<file path="config.mk">
export PLATFORM = sky130hd
export DESIGN_NAME = uart_param_core_flat
export DESIGN_NICKNAME = d
export VERILOG_FILES = /design/src/rtl/uart_param_core_if.sv /design/src/rtl/uart_param_core.sv /design/src/flat_wrapper.sv
export SDC_FILE = /design/constraint.sdc
export NUM_CORES = 1
export LEC_CHECK = 0
export CAP_MARGIN = 20
export CORE_MARGIN = 4
export CORE_UTILIZATION = 58
export CTS_CLUSTER_SIZE = 12
export DETAILED_ROUTE_END_ITERATION = 8
export PLACE_DENSITY = 0.79
export SLEW_MARGIN = 20
export SYNTH_ARGS = -nofsm -noshare
export SYNTH_HDL_FRONTEND = slang
export SYNTH_SLANG_ARGS = --single-unit
</file>
<file path="constraint.sdc">
create_clock -name clk -period 2.47 [get_ports clk]
set_clock_uncertainty 0.05 [all_clocks]
set_input_delay 0.494 -clock clk [delete_from_list [all_inputs] [get_ports clk]]
set_output_delay 0.494 -clock clk [all_outputs]
set_load 0.01 [all_outputs]
</file>
<file path="src/rtl/uart_param_core_if.sv">
// User-side bundle of the UART core: the TX request/handshake and the RX
// result strobe. Serial pins stay outside this bundle.
//   start        TX request, honoured only while o_tx_busy is low
//   tx_data      TX payload, captured on the accepted start cycle
//   o_tx_busy    TX frame in flight
//   o_tx_done    1-cycle pulse at the end of the last stop bit
//   rx_data      last received payload
//   o_rx_done    1-cycle pulse when rx_data and the error flags update
//   o_parity_err parity mismatch of the last received frame
//   o_frame_err  stop bit sampled low in the last received frame
// master = user logic, slave = UART core.
interface uart_param_core_if #(
  parameter int DATA_BITS = 8
);
  logic                 start;
  logic [DATA_BITS-1:0] tx_data;
  logic                 o_tx_busy;
  logic                 o_tx_done;
  logic [DATA_BITS-1:0] rx_data;
  logic                 o_rx_done;
  logic                 o_parity_err;
  logic                 o_frame_err;

  modport master (
    output start, tx_data,
    input  o_tx_busy, o_tx_done, rx_data, o_rx_done, o_parity_err, o_frame_err
  );

  modport slave (
    input  start, tx_data,
    output o_tx_busy, o_tx_done, rx_data, o_rx_done, o_parity_err, o_frame_err
  );
endinterface

</file>
<file path="src/rtl/uart_param_core.sv">
// Parametrised full-duplex UART core: configurable data width (LSB first),
// none/even/odd parity, 1 or 2 stop bits, and a 16x-style oversampled
// receiver with false-start rejection and parity/frame error flags.
// Ports:
//   clk    system clock, rising edge
//   reset  synchronous, active-low
//   bus    user-side handshake bundle (slave side)
//   o_txd  serial TX line, idle high
//   rx     serial RX line, asynchronous to clk
module uart_param_core #(
  parameter int CLK_FREQ   = 100_000_000,
  parameter int BAUD       = 9600,
  parameter int OVERSAMPLE = 16,
  parameter int DATA_BITS  = 8,
  parameter int PARITY     = 0,
  parameter int STOP_BITS  = 1
) (
  input  logic              clk,
  input  logic              reset,
  uart_param_core_if.slave  bus,
  output logic              o_txd,
  input  logic              rx
);

  localparam int DIV      = CLK_FREQ / (BAUD * OVERSAMPLE);
  localparam int BIT_CLKS = DIV * OVERSAMPLE;
  localparam int DIV_W    = (DIV > 1) ? $clog2(DIV) : 1;
  localparam int TXC_W    = $clog2(BIT_CLKS);
  localparam int OS_W     = $clog2(OVERSAMPLE);
  localparam int IDX_W    = 3;

  // ---------------------------------------------------------------- TX
  typedef enum logic [2:0] {TX_IDLE, TX_START, TX_DATA, TX_PAR, TX_STOP} tx_state_t;

  tx_state_t            tx_state;
  logic [TXC_W-1:0]     tx_cnt;
  logic [IDX_W-1:0]     tx_idx;
  logic [DATA_BITS-1:0] tx_shreg;
  logic                 tx_par;
  logic                 tx_txd;
  logic                 tx_busy;
  logic                 tx_done;

  // The TX bit timer is a private clock counter restarted on accept, so every
  // bit lasts exactly DIV*OVERSAMPLE clocks regardless of the RX tick phase.
  always_ff @(posedge clk) begin
    if (!reset) begin
      tx_state <= TX_IDLE;
      tx_cnt   <= '0;
      tx_idx   <= '0;
      tx_shreg <= '0;
      tx_par   <= 1'b0;
      tx_txd   <= 1'b1;
      tx_busy  <= 1'b0;
      tx_done  <= 1'b0;
    end else begin
      tx_done <= 1'b0;
      if (tx_state == TX_IDLE) begin
        tx_txd <= 1'b1;
        if (bus.start) begin
          tx_shreg <= bus.tx_data;
          tx_par   <= (PARITY == 2) ? ~^bus.tx_data : ^bus.tx_data;
          tx_cnt   <= '0;
          tx_idx   <= '0;
          tx_txd   <= 1'b0;
          tx_busy  <= 1'b1;
          tx_state <= TX_START;
        end
      end else if (tx_cnt == TXC_W'(BIT_CLKS - 1)) begin
        tx_cnt <= '0;
        case (tx_state)
          TX_START: begin
            tx_txd   <= tx_shreg[0];
            tx_shreg <= tx_shreg >> 1;
            tx_idx   <= '0;
            tx_state <= TX_DATA;
          end
          TX_DATA: begin
            if (tx_idx == IDX_W'(DATA_BITS - 1)) begin
              tx_idx <= '0;
              if (PARITY != 0) begin
                tx_txd   <= tx_par;
                tx_state <= TX_PAR;
              end else begin
                tx_txd   <= 1'b1;
                tx_state <= TX_STOP;
              end
            end else begin
              tx_idx   <= tx_idx + 1'b1;
              tx_txd   <= tx_shreg[0];
              tx_shreg <= tx_shreg >> 1;
            end
          end
          TX_PAR: begin
            tx_txd   <= 1'b1;
            tx_idx   <= '0;
            tx_state <= TX_STOP;
          end
          TX_STOP: begin
            if (tx_idx == IDX_W'(STOP_BITS - 1)) begin
              tx_busy  <= 1'b0;
              tx_done  <= 1'b1;
              tx_state <= TX_IDLE;
            end else begin
              tx_idx <= tx_idx + 1'b1;
            end
          end
          default: tx_state <= TX_IDLE;
        endcase
      end else begin
        tx_cnt <= tx_cnt + 1'b1;
      end
    end
  end

  assign o_txd         = tx_txd;
  assign bus.o_tx_busy = tx_busy;
  assign bus.o_tx_done = tx_done;

  // ------------------------------------------------------- RX tick gen
  logic [DIV_W-1:0] div_cnt;
  logic             tick;

  always_ff @(posedge clk) begin
    if (!reset) begin
      div_cnt <= '0;
      tick    <= 1'b0;
    end else if (div_cnt == DIV_W'(DIV - 1)) begin
      div_cnt <= '0;
      tick    <= 1'b1;
    end else begin
      div_cnt <= div_cnt + 1'b1;
      tick    <= 1'b0;
    end
  end

  // ---------------------------------------------------------------- RX
  typedef enum logic [2:0] {RX_IDLE, RX_START, RX_DATA, RX_PAR, RX_STOP} rx_state_t;

  rx_state_t            rx_state;
  logic                 rx_s1, rx_s2;
  logic [OS_W-1:0]      rx_os;
  logic [IDX_W-1:0]     rx_idx;
  logic [DATA_BITS-1:0] rx_shreg;
  logic                 rx_par_acc;
  logic [DATA_BITS-1:0] rx_data_q;
  logic                 rx_done;
  logic                 rx_perr;
  logic                 rx_ferr;

  // rx_par_acc is the XOR of all data bits plus the received parity bit:
  // 0 is a good frame for even parity, 1 for odd.
  always_ff @(posedge clk) begin
    if (!reset) begin
      rx_s1      <= 1'b1;
      rx_s2      <= 1'b1;
      rx_state   <= RX_IDLE;
      rx_os      <= '0;
      rx_idx     <= '0;
      rx_shreg   <= '0;
      rx_par_acc <= 1'b0;
      rx_data_q  <= '0;
      rx_done    <= 1'b0;
      rx_perr    <= 1'b0;
      rx_ferr    <= 1'b0;
    end else begin
      rx_s1   <= rx;
      rx_s2   <= rx_s1;
      rx_done <= 1'b0;
      if (rx_state == RX_IDLE) begin
        if (!rx_s2) begin
          rx_os    <= '0;
          rx_state <= RX_START;
        end
      end else if (tick) begin
        case (rx_state)
          RX_START: begin
            // Half a bit in: still low means a real start bit, else a glitch.
            if (rx_os == OS_W'(OVERSAMPLE / 2 - 1)) begin
              rx_os      <= '0;
              rx_idx     <= '0;
              rx_par_acc <= 1'b0;
              rx_state   <= rx_s2 ? RX_IDLE : RX_DATA;
            end else begin
              rx_os <= rx_os + 1'b1;
            end
          end
          RX_DATA: begin
            if (rx_os == OS_W'(OVERSAMPLE - 1)) begin
              rx_os      <= '0;
              rx_shreg   <= {rx_s2, rx_shreg[DATA_BITS-1:1]};
              rx_par_acc <= rx_par_acc ^ rx_s2;
              if (rx_idx == IDX_W'(DATA_BITS - 1))
                rx_state <= (PARITY != 0) ? RX_PAR : RX_STOP;
              else
                rx_idx <= rx_idx + 1'b1;
            end else begin
              rx_os <= rx_os + 1'b1;
            end
          end
          RX_PAR: begin
            if (rx_os == OS_W'(OVERSAMPLE - 1)) begin
              rx_os      <= '0;
              rx_par_acc <= rx_par_acc ^ rx_s2;
              rx_state   <= RX_STOP;
            end else begin
              rx_os <= rx_os + 1'b1;
            end
          end
          RX_STOP: begin
            // Results land at the stop-bit centre; leaving straight away
            // leaves half a bit of slack for a back-to-back start edge.
            if (rx_os == OS_W'(OVERSAMPLE - 1)) begin
              rx_os     <= '0;
              rx_data_q <= rx_shreg;
              rx_perr   <= (PARITY == 1) ? rx_par_acc :
                           (PARITY == 2) ? ~rx_par_acc : 1'b0;
              rx_ferr   <= ~rx_s2;
              rx_done   <= 1'b1;
              rx_state  <= RX_IDLE;
            end else begin
              rx_os <= rx_os + 1'b1;
            end
          end
          default: rx_state <= RX_IDLE;
        endcase
      end
    end
  end

  assign bus.rx_data      = rx_data_q;
  assign bus.o_rx_done    = rx_done;
  assign bus.o_parity_err = rx_perr;
  assign bus.o_frame_err  = rx_ferr;

endmodule

</file>
<file path="src/flat_wrapper.sv">
// flat-port wrapper written by rule: the top's interface ports become plain ports
module uart_param_core_flat 
#(
  parameter int CLK_FREQ   = 100_000_000,
  parameter int BAUD       = 9600,
  parameter int OVERSAMPLE = 16,
  parameter int DATA_BITS  = 8,
  parameter int PARITY     = 0,
  parameter int STOP_BITS  = 1
)
  (clk, reset, o_txd, rx, bus_start, bus_tx_data, bus_o_tx_busy, bus_o_tx_done, bus_rx_data, bus_o_rx_done, bus_o_parity_err, bus_o_frame_err);
  uart_param_core_if #(.DATA_BITS(DATA_BITS)) bus_i ();
  input  logic clk;
  input  logic reset;
  output logic o_txd;
  input  logic rx;
  input wire logic [$bits(bus_i.start)-1:0] bus_start;
  input wire logic [$bits(bus_i.tx_data)-1:0] bus_tx_data;
  output wire logic [$bits(bus_i.o_tx_busy)-1:0] bus_o_tx_busy;
  output wire logic [$bits(bus_i.o_tx_done)-1:0] bus_o_tx_done;
  output wire logic [$bits(bus_i.rx_data)-1:0] bus_rx_data;
  output wire logic [$bits(bus_i.o_rx_done)-1:0] bus_o_rx_done;
  output wire logic [$bits(bus_i.o_parity_err)-1:0] bus_o_parity_err;
  output wire logic [$bits(bus_i.o_frame_err)-1:0] bus_o_frame_err;
  assign bus_i.start = bus_start;
  assign bus_i.tx_data = bus_tx_data;
  assign bus_o_tx_busy = bus_i.o_tx_busy;
  assign bus_o_tx_done = bus_i.o_tx_done;
  assign bus_rx_data = bus_i.rx_data;
  assign bus_o_rx_done = bus_i.o_rx_done;
  assign bus_o_parity_err = bus_i.o_parity_err;
  assign bus_o_frame_err = bus_i.o_frame_err;
  uart_param_core #(.CLK_FREQ(CLK_FREQ), .BAUD(BAUD), .OVERSAMPLE(OVERSAMPLE), .DATA_BITS(DATA_BITS), .PARITY(PARITY), .STOP_BITS(STOP_BITS)) u_core (.clk(clk), .reset(reset), .bus(bus_i), .o_txd(o_txd), .rx(rx));
endmodule
</file>
# --- Word-level counts from Yosys, hierarchy flattened ---
# Cells that the tools add are included.
classes:
  add_sub_neg: 5
  n_eq_ne: 28
  n_mux: 53
  bitwise: 7
  n_reduce_logical: 27
op_table:
  columns: ["op", "n"]
  rows:
  - ["3-bit 2-to-1 mux", 21]
  - ["14-bit 2-to-1 mux", 3]
  - ["8-bit 2-to-1 mux", 4]
  - ["3-bit one-hot mux with 4 select lines", 2]
  - ["4-bit AND reduction", 6]
  - ["3-bit by 1-bit != test with 1-bit output, second input constant", 7]
  - ["4-bit 2-to-1 mux", 5]
  - ["8-bit one-hot mux with 2 select lines", 1]
  - ["14-bit by 1-bit adder with 14-bit output, second input constant", 1]
  - ["14-bit equality test, second input constant", 1]
  - ["3-bit by 2-bit equality test with 1-bit output, second input constant", 4]
  - ["3-bit equality test, second input constant", 4]
  - ["1-bit 2-to-1 mux", 12]
  - ["10-bit by 1-bit adder with 10-bit output, second input constant", 1]
  - ["10-bit equality test, second input constant", 1]
  - ["2-bit nonzero test", 5]
  - ["3-bit zero test", 3]
  - ["3-bit one-hot mux with 3 select lines", 1]
  - ["4-bit one-hot mux with 2 select lines", 1]
  - ["4-bit nonzero test", 2]
  - ["4-bit OR reduction", 2]
  - ["1-bit inverter", 7]
  - ["7-bit AND reduction", 1]
  - ["3-bit by 1-bit adder with 3-bit output, second input constant", 2]
  - ["16 further kinds", 23]
totals:
  ff_bits: 72
  inputBits: 12
  out_inout_bits: 14
  wordCells: 138

# --- Depth between registers and ports, before layout ---
# Gate-level depths: netlist of the first run.
logic_depth:
  ltp_word: 6
  depth_mapped: 8
  mapped_depth_nobuf: 7

# --- Least setup slack after synthesis of the first run ---
# Ideal clock, no wire load.
synth_timing:
  path_kind: "register to register"
  from: "register u_core.tx_idx[0]"
  to: "register u_core.tx_shreg[4]"
  setup_ns: 0.088
  arrival_ns: 1.755
  t_required_ns: 2.332
  slack_ns: 0.577
  path_stages_with_launch: 9
  path_buffers: 1
  synth_period_minus_slack_ns: 1.893
  cell_sequence: "dfxtp_1 -> ha_1 -> ha_1 -> or3b_1 -> a21oi_2 -> and2b_4 -> buf_6 -> nor2_1 -> a311oi_2"
synth_between:
  elab_chain_len: 3
synth_lines:
  columns: ["item", "line_no", "rtl"]
  rows:
  - ["start: declaration", "uart_param_core.sv:37", "logic [IDX_W-1:0] tx_idx;"]
  - ["start signal: assignment", "uart_param_core.sv:89", "tx_idx <= tx_idx + 1'b1;"]
  - ["start signal: assignment", "uart_param_core.sv:105", "tx_idx <= tx_idx + 1'b1;"]
  - ["3-bit equality test", "uart_param_core.sv:79", "if (tx_idx == IDX_W'(DATA_BITS - 1)) begin"]
  - ["3-bit by 2-bit != test with 1-bit output (no line)", null, null]
  - ["4-bit AND reduction (no line)", null, null]
  - ["end signal: assignment", "uart_param_core.sv:61", "tx_shreg <= bus.tx_data;"]
  - ["end signal: assignment", "uart_param_core.sv:74", "tx_shreg <= tx_shreg >> 1;"]
  - ["end signal: assignment", "uart_param_core.sv:91", "tx_shreg <= tx_shreg >> 1;"]
  - ["end: declaration", "uart_param_core.sv:38", "logic [DATA_BITS-1:0] tx_shreg;"]
# Every way passes these cells.
# A chain may end at the register's enable or synchronous reset.

# --- Final worst setup path of the first run ---
layout_timing:
  from: "register u_core.tx_idx[0]"
  to: "register u_core.tx_shreg[3]"
# Same word-level chain as after synthesis.

==> results of run 1 <==
flip-flops by register name (all words and copies together), names as in the netlist, 4 cells and up:
signal / flops
u_core.tx_cnt: 14
u_core.div_cnt: 10
u_core.bus.rx_data: 8
u_core.rx_shreg: 8
u_core.tx_shreg: 8
u_core.rx_os: 4
cell families after synthesis:
family | Yosys count
compound gates | 73
xor+xnor | 9
fa+ha+maj | 10
buf+inv | 25
flops | 72
mux | 20
other cells | 1
simple gates | 186
power by group through the flow:
| stage | clock network (mW) | logic (mW) | registers [mW] |
|---|---|---|---|
| after floorplan | 0 | 0.297 | 1.28 |
| after global placement | 0 | 0.377 | 1.30 |
| after detailed placement | 0 | 0.386 | 1.30 |
| after CTS | 0.829 | 0.389 | 1.27 |
| after global routing | 0.893 | 0.438 | 1.28 |
| final | 0.817 | 0.390 | 1.27 |
worst register-to-register path, cell delays in order, from the launching register on:
cell and delay (ps):
dfxtp_1 340, ha_1 210, ha_1 200, or3b_1 410, a21oi_2 170, and2b_4 280
nor2_1 80, a311oi_1 260
final cells by class:
type / count / share of cell area, %
sequential: 72 / 37.0
inverter: 8 / 0.771
tap: 72 / 2.31
clock buffer: 9 / 3.18
multi-input combinational: 299 / 47.8
clock inverter: 7 / 1.22
timing repair buffer: 32 / 7.71
placed cells by master, fill, tap and decap left out, types with 3 or more instances in the layout:
master	instances
nor3_1	5
nand2b_1	7
xor2_1	7
and2_1	6
ha_1	10
clkdlybuf4s50_1	24
inv_1	7
mux2i_1	20
clkinv_2	3
dfxtp_1	72
nand4_1	7
a21oi_1	22
buf_4	8
o21ai_0	12
clkbuf_8	9
or3_1	13
nand3b_1	3
a311oi_1	4
nor2_1	52
o21ai_1	3
a311oi_2	3
and3_1	4
nand3_1	20
nand2_1	47
a31oi_1	3
per-layer routing:
layer	track usage [%]	share of wire (%)	up-vias
met2	33.7	47	65
li1	-	-	1461
met5	0	0	-
met1	27.9	46	1349
met4	7.91	1.8	0
met3	4.91	4.8	12
final timing paths:
check,start,cells after the start,slack [ps],to
worst max register to register,u_core.tx_idx[0],7,400,u_core.tx_shreg[3]
worst max-delay path,u_core.tx_idx[0],7,400,u_core.tx_shreg[3]
worst min-delay path,u_core.rx_s1,1,370,u_core.rx_s2
worst min register to register,u_core.rx_s1,1,370,u_core.rx_s2
through the flow:
stage / hold slack (ps) / total power, mW
2_1_floorplan: 336 / 1.58
3_3_place_gp: 340 / 1.67
3_5_place_dp: 348 / 1.69
4_1_cts: 368 / 2.49
5_1_grt: 378 / 2.61
6_report: 365 / 2.48
==> metrics.md, run 1 <==
| Metric | Value |
|---|---|
| # DRC | 0 |
| Nets | around 440 |
| Synth Cell Area | about 0.0034 mm^2 |
| IO Pins | 26 |
| CP Cell Sequence | ha_1 > ha_1 > or3b_1 > a21oi_2 > and2b_4 > nor2_1 > a311oi_1 |
| Yosys top cell area share | between 40% and 50% |
| Combinational family with the most area after synthesis | simple AND/OR/NAND/NOR gates |
| Wire per inst | approximately 14 um |
| Area contributors post-synth | dfxtp_1 42%, mux2i_1 5.9%, nor2_1 5.7% |
| Comb power frac | around 16% |
| YS warnings | 0 |
| P&R area growth vs syn | 13.9% |
| Post-Syn Nets | ~420 |
| Register area | roughly 0.0014 mm^2 |
| Non-Filler Instances | ~500 |
| Synth cell count leaders | 72 x dfxtp_1, 52 x nor2_1, 47 x nand2_1, 22 x a21oi_1 |
| Footprint of the multi-input gates | ~0.0019 mm^2 |
| TritonRoute pass-1 iters | 4 |
| Post-Synth Adder-Cell Area | approximately 3.7% |
| Mux cell area share after synthesis | 5.86% |
| Drt via density | between 5 and 6 |
| RSZ-0062 raised after global routing | no |
| Rel. slew slack | 56.7% |
| Placed insts | 483 |
| Most frequent cell after synthesis | dfxtp_1 |
| Die width | between 80 and 90 um |
| Data arrival, critical path | 2260 ps |
| First-pass GRT wire length | about 13000 um |
| Clk sinks | 72 |
| Pin count of the biggest net entering global routing | 21 |
| CP most frequent cell | ha_1 |
| Worst slew pin tran | between 600 and 700 ps |
| Cts bufs inserted | 9 |
| Placed instance area | ~0.0037 mm^2 |
| Pint | 1.74 mW |
| Total Routing Usage GR | roughly a fifth |
| Synth Instances | between 300 and 400 |
| Setup crit end kind | flop |
| Hold buffer count at cts | 0 |
| Worst Hold Class | reg -> reg |
| CP Class | reg -> reg |
| Post-synthesis sequential area ratio | 42.2% |
| Outcome | finished, final reports clean |
| Inserted Diodes | 0 |
| CTS Buffer Depth | 2 |
| Tcrit/Tclk final | 84.0% |
| Synth area leader | dfxtp_1 |
| Post-synth EDFFs | 0 |
| Clk network pwr share | between 30% and 40% |
| Top delay family on crit path | simple AND/OR/NAND/NOR gates |
| Initial antenna violation count | 0 |
| Max Slew Vio Count | 0 |
| Simple-Gate Fraction of Synth Area | between 20% and 30% |
| PD cells | between 600 and 700 mW/mm^2 |
| Req. time, crit path | approximately 2700 ps |
| Fin util | a little over two thirds |
| Die Footprint | ~0.007 mm^2 |
| Clock-pin slew on the worst setup and hold paths | 80 ps |
| Layout cells sized above 1 | 8.67% |
| GRT Residual Overflow | 0 |
| Post-Synth XOR/XNOR Area | between 2 and 2.5% |
| Hold violation count in the final report | 0 |
| FILL cells | about 460 |
| Post-CTS resize count | 0 |
| Leakage | around 1.4 nW |
| Final worst slack | approximately 400 ps |
| Most used DFF post-synth | dfxtp_1 |
| Dpl hpwl | approximately 5000 um |
| Final setup vio count | 0 |
| Worst-Skew Late Latency | roughly 330 ps |
| Post-synth cell types | 65 |
| Worst-path fanout max | 15 |
| Setup tns final | 0 ps |
| Max stage delay cell, worst path | or3b_1 |
| Pre-CTS setup slack | approximately 340 ps |
| Initial drt markers | about 220 |
| Initial Utilization | between 60% and 70% |
| Psw | about 0.74 mW |
| Compound-cell area share of the yosys netlist | 14.8% |
| Rows | 27 |
| WL final | 7090 um |
| Core footprint | around 0.0056 mm^2 |
| Port Buf Inserts | 24 |
| Final RePlAce weighted congestion | just under 0.9 |
| Post-DRT Antenna Nets | 0 |
| Worst setup SP type | flop |
| CTS tree | yes |
| Max cap viols | 0 |
| Sw Ratio | between 20% and 30% |
| H-Tree Depth | 3 |
| Max incr delay on CP | roughly 410 ps |
| Via count | 2887 |
| Flop pwr share | between 50% and 60% |
| Worst-case vdd ir drop | approximately 450 uV |
| #FFs+latches synth | 72 |
| Clk Tree Root Cell | clkbuf_8 |
| Min Tclk post-route | 2070 ps |
| Overall die height | ~85 um |
| # Post-CTS Setup Buffers | 0 |
| Final instance area | slightly below 0.004 mm^2 |
| Vias in the first global route | 2873 |
| Buffers & Inverters on Critical Path | 0 |
| Fmax | 0.482 GHz |
| Post-Syn Area per Cell | around 8.6 um^2 |
| Synth async-reset ratio | 0% |
Note: power is estimated with default switching activity, not from simulation.
==> run 2: changes to the inputs <==
clock period = 2.08 ns   (was 2.47 ns; I/O delays follow)
==> run 2 against run 1 <==
- die area is the same
- critical path depth is the same
- clock power grew 52%
- core utilization grew 2.5 points
- sequential power grew 19%
- cell count grew 1.8%
- non-clock buffer count grew 8
- global-route usage shrank 0.98 points
- hold slack lost 11 ps
- combinational power grew 33%
- design area grew 3.6%
==> metrics.md, run 2 (same netlist as run 1, synthesis figures left out) <==
| Metric | Value |
|---|---|
| Outcome | finished, final reports clean |
| Setup tns final | 0 ps (unchanged) |
| Largest regs | u_core.tx_cnt x14, u_core.div_cnt x10 |
| Clk network pwr share | 37.9% (+5.0 points) |
| Total Routing Usage GR | 20.2% (-0.98 points) |
| Clk Tree Root Cell | clkbuf_8 |
| Pint | 2.38 mW (+37%) |
| First-pass GRT wire length | 12000 um (-5.2%) |
| Worst-case vdd ir drop | 596 uV (+33%) |
| Port Buf Inserts | 24 (unchanged) |
| Clock-pin slew on the worst setup and hold paths | 80 ps (about the same) |
| H-Tree Depth | 3 (unchanged) |
| # DRC | 0 (unchanged) |
| Overall die height | 84.8 um (unchanged) |
| Flop pwr share | 46.2% (-5.1 points) |
| Wire per inst | 13.9 um (-1.9%) |
| Commonest cells after routing, fill and taps aside | 72 x dfxtp_1, 52 x nor2_1, 47 x nand2_1 |
| Comb power frac | 15.9% (+0.2 points) |
| Drt via density | 5.77 (-0.21%) |
| Data arrival, critical path | 2170 ps (-90 ps) |
| Final Power | 3.27 mW (+32%) |
| Hold WS | 355 ps (-10.5 ps) |
| TritonRoute pass-1 iters | 4 (unchanged) |
| Layout cells sized above 1 | 10.8% (+2.1 points) |
| Core footprint | 0.00561 mm^2 (unchanged) |
| Post-DRT Antenna Nets | 0 (unchanged) |
| WL final | 7080 um (about the same) |
| RSZ-0062 raised after global routing | no |
| Fin util | 71.9% (+2.5 points) |
| Tcrit/Tclk final | 95.8% (+12 points) |
| Worst-path fanout max | 7 (-8) |
| Pin count of the biggest net entering global routing | 22 (+4.8%) |
| Sw Ratio | 27.0% (-2.8 points) |
| CTS Buffer Depth | 2 (unchanged) |
| Die Footprint | 0.00718 mm^2 (unchanged) |
| Worst Hold Class | reg -> reg |
| Req. time, crit path | 2260 ps (-400 ps) |
| Most flop-heavy register | u_core.tx_cnt |
| Inserted Diodes | 0 (unchanged) |
| PD cells | 810 mW/mm^2 (+27%) |
| Nets | 453 (+2.0%) |
| Hold violation count in the final report | 0 (unchanged) |
| Non-Filler Instances | 508 (+1.8%) |
| Placed insts | 490 (+1.4%) |
| IO Pins | 26 (unchanged) |
| Max Slew Vio Count | 0 (unchanged) |
| Die width | 84.8 um (unchanged) |
| P&R area growth vs syn | 18.0% |
| Worst-Skew Late Latency | 340 ps (about the same) |
| Vias in the first global route | 2662 (-7.3%) |
| Max reg flops | 14 (unchanged) |
| Initial antenna violation count | 0 (unchanged) |
| Worst slew pin tran | 598 ps (-48.7 ps) |
| Clk sinks | 72 (unchanged) |
| Rows | 27 (unchanged) |
| Cts bufs inserted | 9 (unchanged) |
| Dpl hpwl | 4860 um (-2.7%) |
| Via count | 2933 (+1.6%) |
| Psw | 0.881 mW (+19%) |
| Final RePlAce weighted congestion | 0.872 (+0.21%) |
| Max cap viols | 0 (unchanged) |
| Final setup vio count | 0 (unchanged) |
| Setup crit end kind | flop |
| CTS tree | yes |
| Commonest non-fill, non-tap cell in the layout | dfxtp_1 |
| Min Tclk post-route | 1990 ps (-80.6 ps) |
| Worst setup SP type | flop |
| Worst r2r path cells | 7 (unchanged) |
| Initial drt markers | 145 (-35%) |
| CP Class | reg -> reg |
| Hold path depth | 1 (unchanged) |
| Leakage | 1.44 nW (+5.6%) |
| Rel. slew slack | 60.0% (+3.3 points) |
| Initial Utilization | 60.9% (unchanged) |
| GRT Residual Overflow | 0 (unchanged) |
| Fmax | 0.502 GHz (+4.0%) |
-- run 2: cell type report --
type / count / area, um^2
multi-input combinational: 300 / 1880
clock inverter: 6 / 90.1
fill: 445 / 1580
sequential: 72 / 1440
inverter: 8 / 30.0
tap: 72 / 90.1
clock buffer: 10 / 138
timing repair buffer: 40 / 360
-- run 2: worst paths after layout --
check / start / endpoint / slack, ps
worst max-delay path: u_core.tx_idx[0] / u_core.tx_shreg[7] / 90
worst min-delay path: u_core.rx_s1 / u_core.rx_s2 / 350
worst max register to register: u_core.tx_idx[0] / u_core.tx_shreg[7] / 90
worst min register to register: u_core.rx_s1 / u_core.rx_s2 / 350
-- run 2: critical path, cell delays in order (launching register included) --
cell and delay [ps]:
dfxtp_1 340, ha_1 200, ha_1 200, or3b_4 400, a21oi_4 190, and2b_1 300, nand2b_1 150, a21oi_1 60
-- run 2: power groups by stage --
stage                     clock network (mW)  registers (mW)  logic, mW
after CTS                               1.26            1.51      0.490
final                                   1.24            1.51      0.519
after detailed placement                   0            1.54      0.488
after global placement                     0            1.54      0.478
after global routing                    1.33            1.52      0.582
after floorplan                            0            1.52      0.353
-- run 2: stage by stage --
step	instance area (um^2)	worst slack (ps)
final	4030	86.4
after floorplan	3420	187
after CTS	4000	79.0
after global placement	3770	107
after detailed placement	3770	32.9
after global routing	4030	1.64
-- run 2: per-layer routing --
layer | routed length (um) | up-vias | track usage [%]
met4 | 102 | 0 | 8.49
met5 | 0 | - | 0
met2 | 3260 | 55 | 31.1
li1 | - | 1483 | -
met1 | 3410 | 1386 | 27.4
met3 | 310 | 9 | 4.22
-- run 2: what timing repair did --
item / 4_1_cts / 5_1_grt
gates resized for setup: 0 / 3
buffers inserted: 0 / 1
hold buffers: 0 / 0
endpoints found under the setup margin: 0 / 7
==> run 3: changes to the inputs <==
CORE_UTILIZATION = 62   (was 58)
PLACE_DENSITY = 0.84   (was 0.79)
clock period = 2.4 ns   (was 2.08 ns; I/O delays follow)
==> run 3 against run 2 <==
- non-clock buffer count shrank 9
- die area is 5.8% lower
- count of clock-buffer cells in the layout unchanged
- combinational power fell by 25%
- global-route usage is 2.7 points higher
- via count down 1.5%
- critical endpoint is now u_core.tx_idx[1]
- highest routed layer unchanged
==> metrics.md, run 3 (same netlist as run 1, synthesis figures left out) <==
| Metric | Value |
|---|---|
| Buffers & Inverters on Critical Path | 0 (unchanged) |
| Final setup vio count | 0 (unchanged) |
| Die width | 82.2 um (-3.0%) |
| Cts bufs inserted | 9 (unchanged) |
| Rows | 26 (-3.7%) |
| P&R area growth vs syn | 14.5% |
| Fin util | 74.7% (+2.8 points) |
| WL final | 6890 um (-2.8%) |
| Pre-CTS setup slack | 317 ps (+284 ps) |
| Most flop-heavy register | u_core.tx_cnt |
| Commonest cells after routing, fill and taps aside | 72 x dfxtp_1, 52 x nor2_1, 47 x nand2_1 |
| Layout cells sized above 1 | 8.45% (-2.3 points) |
| Post-DRT Antenna Nets | 0 (unchanged) |
| Worst-case vdd ir drop | 533 uV (-11%) |
| Final RePlAce weighted congestion | 0.853 (-2.2%) |
| CTS tree | yes |
| Register-to-register setup slack | 380 ps (+290 ps) |
| Clock-pin slew on the worst setup and hold paths | 80 ps (about the same) |
| GRT Residual Overflow | 0 (unchanged) |
| Tcrit/Tclk final | 84.2% (-12 points) |
| Worst Hold Class | reg -> reg |
| CTS Buffer Depth | 2 (unchanged) |
| Drt via density | 5.82 (+0.85%) |
| IO Pins | 26 (unchanged) |
| Overall die height | 82.2 um (-3.0%) |
| Final Power | 2.67 mW (-18%) |
| Max incr delay on CP | 560 ps (+160 ps) |
| Max reg flops | 14 (unchanged) |
| # DRC | 0 (unchanged) |
| Outcome | finished, final reports clean |
| RSZ-0062 raised after global routing | no |
| Data arrival, critical path | 2270 ps (+100 ps) |
| Rel. slew slack | 58.7% (-1.3 points) |
| Wire per inst | 13.9 um (-0.43%) |
| Hold WS | 374 ps (+19.4 ps) |
| Largest regs | u_core.tx_cnt x14, u_core.div_cnt x10 |
| Max Slew Vio Count | 0 (unchanged) |
| Leakage | 1.37 nW (-4.4%) |
| Min Tclk post-route | 2020 ps (+27.7 ps) |
| Req. time, crit path | 2640 ps (+380 ps) |
| Initial antenna violation count | 0 (unchanged) |
| CP Class | reg -> reg |
| Initial drt markers | 197 (+36%) |
| Fmax | 0.495 GHz (-1.4%) |
| Inserted Diodes | 0 (unchanged) |
| Port Buf Inserts | 24 (unchanged) |
| Commonest non-fill, non-tap cell in the layout | dfxtp_1 |
| Nets | 443 (-2.2%) |
| Max cap viols | 0 (unchanged) |
| Post-CTS resize count | 0 (unchanged) |
| Top delay family on crit path | simple AND/OR/NAND/NOR gates |
| Dpl hpwl | 4810 um (-1.0%) |
| TritonRoute pass-1 iters | 4 (unchanged) |
| Hold violation count in the final report | 0 (unchanged) |
| # Post-CTS Setup Buffers | 0 (unchanged) |
| Worst-path fanout max | 12 (+5) |
| PD cells | 683 mW/mm^2 (-16%) |
| Vias in the first global route | 2776 (+4.3%) |
| CP Cell Sequence | or3_1 > nor2_2 > a221o_1 > nand3_1 > o21ai_1 |
| Clk sinks | 72 (unchanged) |
| Final worst slack | 379 ps (+292 ps) |
| Die Footprint | 0.00676 mm^2 (-5.8%) |
| Setup crit end kind | flop |
| Total Routing Usage GR | 22.9% (+2.7 points) |
| Hold buffer count at cts | 0 (unchanged) |
| Worst-Skew Late Latency | 360 ps (+20 ps) |
| First-pass GRT wire length | 12200 um (+1.4%) |
| Via count | 2888 (-1.5%) |
| Core footprint | 0.00524 mm^2 (-6.6%) |
| Initial Utilization | 65.2% (+4.3 points) |
| Setup tns final | 0 ps (unchanged) |
| Clk Tree Root Cell | clkbuf_8 |
| Pin count of the biggest net entering global routing | 25 (+14%) |
| H-Tree Depth | 3 (unchanged) |
| Max stage delay cell, worst path | or3_1 |
| Worst slew pin tran | 617 ps (+18.9 ps) |
| Worst setup SP type | flop |
## run 3: cell count changes in the layout (fill, tap and decap cells not counted)
cell | previous run | this run
nor4bb_2 | 1 | 0
buf_4 | 16 | 7
a21oi_4 | 1 | 0
and2b_1 | 2 | 1
or3b_1 | 0 | 1
inv_6 | 1 | 2
nor4bb_1 | 0 | 1
clkinv_2 | 1 | 2
clkinv_4 | 1 | 0
or3b_4 | 1 | 0
bufinv_16 | 2 | 1
a21oi_2 | 0 | 1
## run 3: path summary, 6_finish.rpt
path	startpoint	to	cells past startpoint
setup / recovery	u_core.tx_state[0]	u_core.tx_idx[1]	5
hold / removal	u_core.rx_s1	u_core.rx_s2	1
setup reg to reg	u_core.tx_state[0]	u_core.tx_idx[1]	5
hold reg to reg	u_core.rx_s1	u_core.rx_s2	1
## run 3: worst reg2reg max path, cell delays in order (launching register included)
cell and delay [ps]:
dfxtp_1 430, or3_1 560, nor2_2 430, a221o_1 300, nand3_1 110, o21ai_1 80
## run 3: cell type report
cell class              count  area [um^2]
repair buffers             31          293
flip-flops and latches     72         1440
clock buffers              10          138
fillers                   389         1320
well taps                  70         87.6
multi-input cells         299         1860
clock inverters             6         65.1
inverters                   8         30.0
## run 3: per-stage QoR
stage	instances	instance area, um^2
floorplan	396	3420
global placement	480	3710
detailed placement	480	3710
CTS	496	3910
global route	496	3910
finish	496	3910
## run 3: layer usage
layer	vias to the layer above	global-route usage, %	routed length, um	share of wire, %
met2	38	39.3	3450	50
li1	1464	-	-	-
met4	0	9.47	77	1.1
met3	9	5.42	220	3.2
met5	-	0	0	0
met1	1377	27.3	3140	46
## run 3: power breakdown
part / internal, mW / switching, mW
registers: 1.25 / 0.0558
clock network: 0.511 / 0.464
logic: 0.163 / 0.226
total: 1.93 / 0.746
